--- src/rtl/chan_mux_pkg.sv ---
// Shared types and constants for the registered round-robin channel mux.
// Latency: n/a (declarations only).
// Backpressure: n/a.
package chan_mux_pkg;

  // Packet lock state, used only when CHAN_MUX_LOCK_EN is defined
  typedef enum logic {
    ARB    = 1'b0,
    LOCKED = 1'b1
  } lock_state_t;

  localparam logic MODE_RR    = 1'b0;
  localparam logic MODE_FIXED = 1'b1;

  // Increment a channel index, wrapping n-1 back to 0
  function automatic int wrap_inc(input int v, input int n);
    return (v + 1 >= n) ? 0 : v + 1;
  endfunction

endpackage

--- src/rtl/chan_mux_rr_arbiter.sv ---
// Wrap-around priority search: first requester at or above ptr, else lowest requester.
// Latency: purely combinational.
// Backpressure: none; the caller decides whether the grant is consumed.
module rr_arbiter #(
  parameter int NCH  = 4,
  parameter int SELW = 2
) (
  input  logic [NCH-1:0]  req,
  input  logic [SELW-1:0] ptr,
  output logic            grant_valid,
  output logic [SELW-1:0] grant
);

  logic [SELW-1:0] grant_hi;
  logic [SELW-1:0] grant_lo;
  logic            hi_found;

  // Descending scan leaves the lowest matching index in each candidate
  always_comb begin
    grant_hi = '0;
    grant_lo = '0;
    hi_found = 1'b0;
    for (int c = NCH - 1; c >= 0; c--) begin
      if (req[c]) begin
        grant_lo = SELW'(c);
        if (SELW'(c) >= ptr) begin
          grant_hi = SELW'(c);
          hi_found = 1'b1;
        end
      end
    end
    grant_valid = |req;
    grant       = hi_found ? grant_hi : grant_lo;
  end

endmodule

--- src/rtl/chan_mux_rr.sv ---
// N-channel registered mux, round-robin or fixed select; optional packet lock via CHAN_MUX_LOCK_EN.
// Latency: 1 cycle from input transfer to out_valid; 1 beat/cycle with out_ready held high.
// Backpressure: in_ready is combinational and only asserts when the output register can load.
module chan_mux_rr
  import chan_mux_pkg::*;
#(
  parameter  int WIDTH = 8,
  parameter  int NCH   = 4,
  localparam int SELW  = $clog2(NCH)
) (
  input  logic                 clk,
  input  logic                 rst_n,
  input  logic                 mode,
  input  logic [SELW-1:0]      sel,
  input  logic [NCH*WIDTH-1:0] in_data,
  input  logic [NCH-1:0]       in_valid,
`ifdef CHAN_MUX_LOCK_EN
  input  logic [NCH-1:0]       in_last,
`endif
  output logic [NCH-1:0]       in_ready,
  output logic [WIDTH-1:0]     out_data,
  output logic [SELW-1:0]      out_sel,
  output logic                 out_valid,
  input  logic                 out_ready
);

  logic [WIDTH-1:0] in_arr [NCH];
  logic [SELW-1:0]  rr_ptr;
  logic [SELW-1:0]  arb_g;
  logic             arb_vld;
  logic [SELW-1:0]  g;
  logic             grant_valid;
  logic             sel_ok;
  logic             load;
  logic             xfer;
  logic             ptr_adv;

  for (genvar c = 0; c < NCH; c++) begin : g_unpack
    assign in_arr[c] = in_data[c*WIDTH +: WIDTH];
  end

  rr_arbiter #(
    .NCH  (NCH),
    .SELW (SELW)
  ) u_arb (
    .req         (in_valid),
    .ptr         (rr_ptr),
    .grant_valid (arb_vld),
    .grant       (arb_g)
  );

  assign sel_ok = (int'(sel) < NCH);
  assign load   = !out_valid || out_ready;
  assign xfer   = load && grant_valid;

`ifdef CHAN_MUX_LOCK_EN
  lock_state_t     state, state_nxt;
  logic [SELW-1:0] lock_ch, lock_nxt;

  // Lock state register
  always_ff @(posedge clk or negedge rst_n) begin
    if (!rst_n) begin
      state   <= ARB;
      lock_ch <= '0;
    end else begin
      state   <= state_nxt;
      lock_ch <= lock_nxt;
    end
  end

  // Enter LOCKED on a non-final beat, leave on the final beat of the locked channel
  always_comb begin
    state_nxt = state;
    lock_nxt  = lock_ch;
    case (state)
      ARB: begin
        if (xfer && !in_last[g]) begin
          state_nxt = LOCKED;
          lock_nxt  = g;
        end
      end
      LOCKED: begin
        if (xfer && in_last[lock_ch]) state_nxt = ARB;
      end
      default: state_nxt = ARB;
    endcase
  end
`endif

  // Grant selection: arbiter or fixed select, overridden by an active packet lock
  always_comb begin
    g           = arb_g;
    grant_valid = arb_vld;
    ptr_adv     = (mode == MODE_RR);
    if (mode == MODE_FIXED) begin
      g           = sel;
      grant_valid = sel_ok && in_valid[sel];
    end
`ifdef CHAN_MUX_LOCK_EN
    if (state == LOCKED) begin
      g           = lock_ch;
      grant_valid = in_valid[lock_ch];
      ptr_adv     = in_last[lock_ch];
    end
`endif
  end

  // One-hot accept toward the granted producer; held low during reset
  always_comb begin
    in_ready = '0;
    for (int c = 0; c < NCH; c++) begin
      if (g == SELW'(c)) in_ready[c] = rst_n && xfer;
    end
  end

  // Round-robin pointer moves past each channel it serves
  always_ff @(posedge clk or negedge rst_n) begin
    if (!rst_n) begin
      rr_ptr <= '0;
    end else if (xfer && ptr_adv) begin
      rr_ptr <= SELW'(wrap_inc(int'(g), NCH));
    end
  end

  // Output register: load replaces or drains; data and sel hold when draining
  always_ff @(posedge clk or negedge rst_n) begin
    if (!rst_n) begin
      out_valid <= 1'b0;
      out_data  <= '0;
      out_sel   <= '0;
    end else if (load) begin
      out_valid <= grant_valid;
      if (grant_valid) begin
        out_data <= in_arr[g];
        out_sel  <= g;
      end
    end
  end

endmodule

--- config.mk ---
export PLATFORM = sky130hd
export DESIGN_NAME = chan_mux_rr
export DESIGN_NICKNAME = d
export VERILOG_FILES = /design/src/rtl/chan_mux_pkg.sv /design/src/rtl/chan_mux_rr_arbiter.sv /design/src/rtl/chan_mux_rr.sv
export SDC_FILE = /design/constraint.sdc
export NUM_CORES = 1
export LEC_CHECK = 0
export ABC_AREA = 1
export BUFFER_PORTS_ARGS = -buffer_cell sky130_fd_sc_hd__buf_2
export CORE_MARGIN = 1
export CORE_UTILIZATION = 40
export CTS_CLUSTER_SIZE = 10
export DETAILED_ROUTE_END_ITERATION = 6
export PLACE_DENSITY_LB_ADDON = 0.12
export SYNTH_ARGS = -nofsm -noshare
export SYNTH_HDL_FRONTEND = slang
export SYNTH_SLANG_ARGS = --single-unit
export TNS_END_PERCENT = 50
--- constraint.sdc ---
create_clock -name clk -period 1.9 [get_ports clk]
set_input_delay 0.38 -clock clk [delete_from_list [all_inputs] [get_ports clk]]
set_output_delay 0.38 -clock clk [all_outputs]
set_load 0.03 [all_outputs]
==> summary.txt <==
CTS
  – CTS tree: yes
  – H-tree lvl count: 1
  – Hold buffers post-CTS: 0
  – Clock buffer count from CTS: 3
  – # clock sinks: 13
  – Clock Tree Buf Depth: 2
  – Root Driver: clkbuf_4
  – Worst-skew pair later-pin latency: 280 ps
  – Clock transition at the registers of the reported paths: 80 ps

STA
  – Hold Fails Final Rpt: 0
  – Slew @ Worst Pin: 211 ps
  – Highest attainable clock frequency: 474 MHz
  – Max-slew violations: 0
  – Min Tclk post-route: 2110 ps
  – Final setup viols: 4
  – Post-route clock period utilization: 111%
  – Slew margin rel.: 85.9%
  – Clock Skews: 5.27 ps
  – Final WS setup: -212 ps
  – Final Hold Slack: 28.5 ps
  – RSZ-0062 raised after global routing: true

Synth
  – Avg Synthesized Cell Area: 6.19 um^2
  – Synth cell types: 23
  – Multiplexer share of the synthesized area: 0.929%
  – Largest family of logic cells by synthesized area: simple AND/OR/NAND/NOR gates
  – Synth Area in Adders: 4.13%
  – Post-Synthesis Cells: 196
  – Complex-gate fraction of the synthesized area: 7.33%
  – Syn nets: 242
  – Post-synthesis sequential area ratio: 26.8%
  – Flops & latches, synth: 13
  – Synth Cell Area: 1210 um^2
  – Yosys warning total: 0
  – Synth Area in XOR/XNOR: 0%
  – Synth Area in Simple Gates: 43.3%

Pwr
  – Peak supply drop: 0.586 mV
  – Leakage dissipation: 1.06 nW
  – Pwr Density: 865 nW/um^2

GRT
  – Gr ovfl total: 0
  – Initial antenna violation count: 0
  – Vias in the first global route: 1,280
  – First-pass GRT wire length: 5460 um
  – GRT Total Usage: 21.5%
  – Largest net degree at the start of global routing: 18

Worst setup path
  – Worst setup path class: reg2out
  – Worst r2r path cells: 6
  – Reg2reg setup slack: 280 ps
  – Data required, critical path: 1520 ps
  – Startpoint Class: flop
  – Crit. End Element: output port
  – Worst-path fanout max: 4
  – Critical path's top delay family: flip-flops
  – Worst r2r src: rr_ptr[0]$_DFFE_PN0P_
  – Worst R2R End: rr_ptr[1]$_DFFE_PN0P_
  – CP max-delay cell: dfrtp_1
  – CP dominant cell by count: nand2_2
  – Crit path depth: 10
  – Worst path arrival time: 1730 ps
  – WP buf/inv: 2
  – Cell breakdown of the critical path: nand2_2 -> nand2_2 -> nand2_2 -> o21ai_2 -> nand2_2 -> o21ai_4 -> ha_2 -> inv_2 -> nor2_2 -> buf_6
  – Largest stage delay on the critical path: 420 ps

Cells and area
  – Final #Nets: 315
  – Leading cell type in the layout, fill and taps excluded: nand2_1
  – Layout cells sized above 1: 43.7%
  – Syn-to-layout area delta: 42.6%
  – Number of fill cells: 294
  – Most frequent cells in the layout: nand2_1, buf_2, inv_1, nand3_1, buf_4
  – Layout Cells excl Fill: 299
  – Ant diodes: 0

Run status
  – Failing checks: design-rule violations, negative setup slack
  – Status: complete, but fails checks

Placement
  – Gpl congestion: 0.768
  – Placed insts: 292
  – Hpwl dp: 2410 um
  – PortBufs: 56

Route
  – Final Routed Wirelength: 3100 um
  – Via-per-instance ratio: 4.62
  – Routed wire per std cell: 10.4 um
  – Vias post-DR: 1,382
  – Drt drc: 8
  – Iteration-0 DRC Markers: 46
  – Drt first pass iters: 6
  – Final ANT Viol Nets: 0

Hold path
  – HP Class: in2async

Job
  – Max-cap viol count: 0

Die
  – Full die area: 3260 um^2
  – Core Box Area: 2810 um^2
  – Die X: 57.1 um
  – IO Pins: 57
  – Die Y: 57.1 um
  – Rows: 19
  – Initial Util: 43.2%
==> registers in the layout, summed over array words and instances, names as in the netlist <==
name	flops
out_data	8
out_sel	2
out_valid	1
rr_ptr	2
==> logic make-up (layout without fill, tap and decap cells) <==
logic type      count (synthesis)  count (layout)
mux                             1               1
simple gates                  116             116
compound gates                 12              12
flops                          13              13
buf+inv                        50             122
fa+ha+maj                       4               4
==> worst max-delay path by stage <==
stage / end / slack [ps] / start
6_report: in_ready[1] / -210 / rr_ptr[0]$_DFFE_PN0P_
5_1_grt: in_ready[2] / -310 / rr_ptr[0]$_DFFE_PN0P_
4_1_cts: in_ready[1] / -250 / rr_ptr[1]$_DFFE_PN0P_
3_5_place_dp: in_ready[0] / -100 / in_valid[3]
3_3_place_gp: in_ready[2] / -70 / in_valid[1]
2_1_floorplan: in_ready[1] / -30 / in_valid[1]
==> final cells by class <==
class / count / area [um^2] / area share [%]
well taps: 31 / 38.8 / 2.24
multi-input cells: 133 / 736 / 42.5
clock inverters: 1 / 5.00 / 0.289
inverters: 46 / 175 / 10.1
clock buffers: 3 / 22.5 / 1.30
repair buffers: 72 / 425 / 24.6
flip-flops and latches: 13 / 327 / 18.9
==> cells in the mapped netlist, drive strengths merged <==
library cell	number	area [um^2]
o21ai	5	36.3
buf	2	31.3
dfrtp	13	325
nor2	12	47.6
nand3	35	175
o211ai	2	20.0
nand2	69	303
a21oi	5	32.5
mux2	1	11.3
clkinv	1	3.75
clkbuf	2	7.51
ha	4	50.1
inv	45	169
==> per-layer routing <==
metal | part of all wire [%] | track usage (%)
met1 | 43 | 26.5
met2 | 52 | 39.0
met4 | 0.45 | 4.18
met5 | 0 | 0
met3 | 5.1 | 4.54
==> through the flow <==
step	power, W	cell area [um^2]	setup slack [ps]	utilization (%)	TNS [ps]
finish	0.00150	1730	-212	61.6	-770
global route	0.00163	1730	-311	61.6	-1180
CTS	0.00149	1720	-248	61.2	-948
detailed placement	0.00127	1620	-101	57.8	-364
global placement	0.00126	1620	-67.4	57.8	-245
floorplan	0.00102	1240	-28.6	-	-54.9
==> worst register-to-register path: stages (launching register included) <==
cell	delay [ps]
dfrtp_1	420
nor2_2	80
a21oi_2	170
o21ai_2	100
a21oi_2	200
ha_2	300
mux2_2	250
==> timing repair <==
action,CTS,global route
setup endpoints to repair,4,4
cloned,0,0
resized for setup,20,6
setup buffers,2,1
endpoints found under the hold margin,0,0
pin swaps,7,3
==> report_power, final <==
| group | leakage [nW] | switching [W] | internal [W] |
|---|---|---|---|
| clock network | 0.0177 | 0.0000926 | 0.0000781 |
| registers | 0.156 | 0.0000601 | 0.000368 |
| logic | 0.882 | 0.000567 | 0.000330 |
Power figures use the tool's default switching activity.
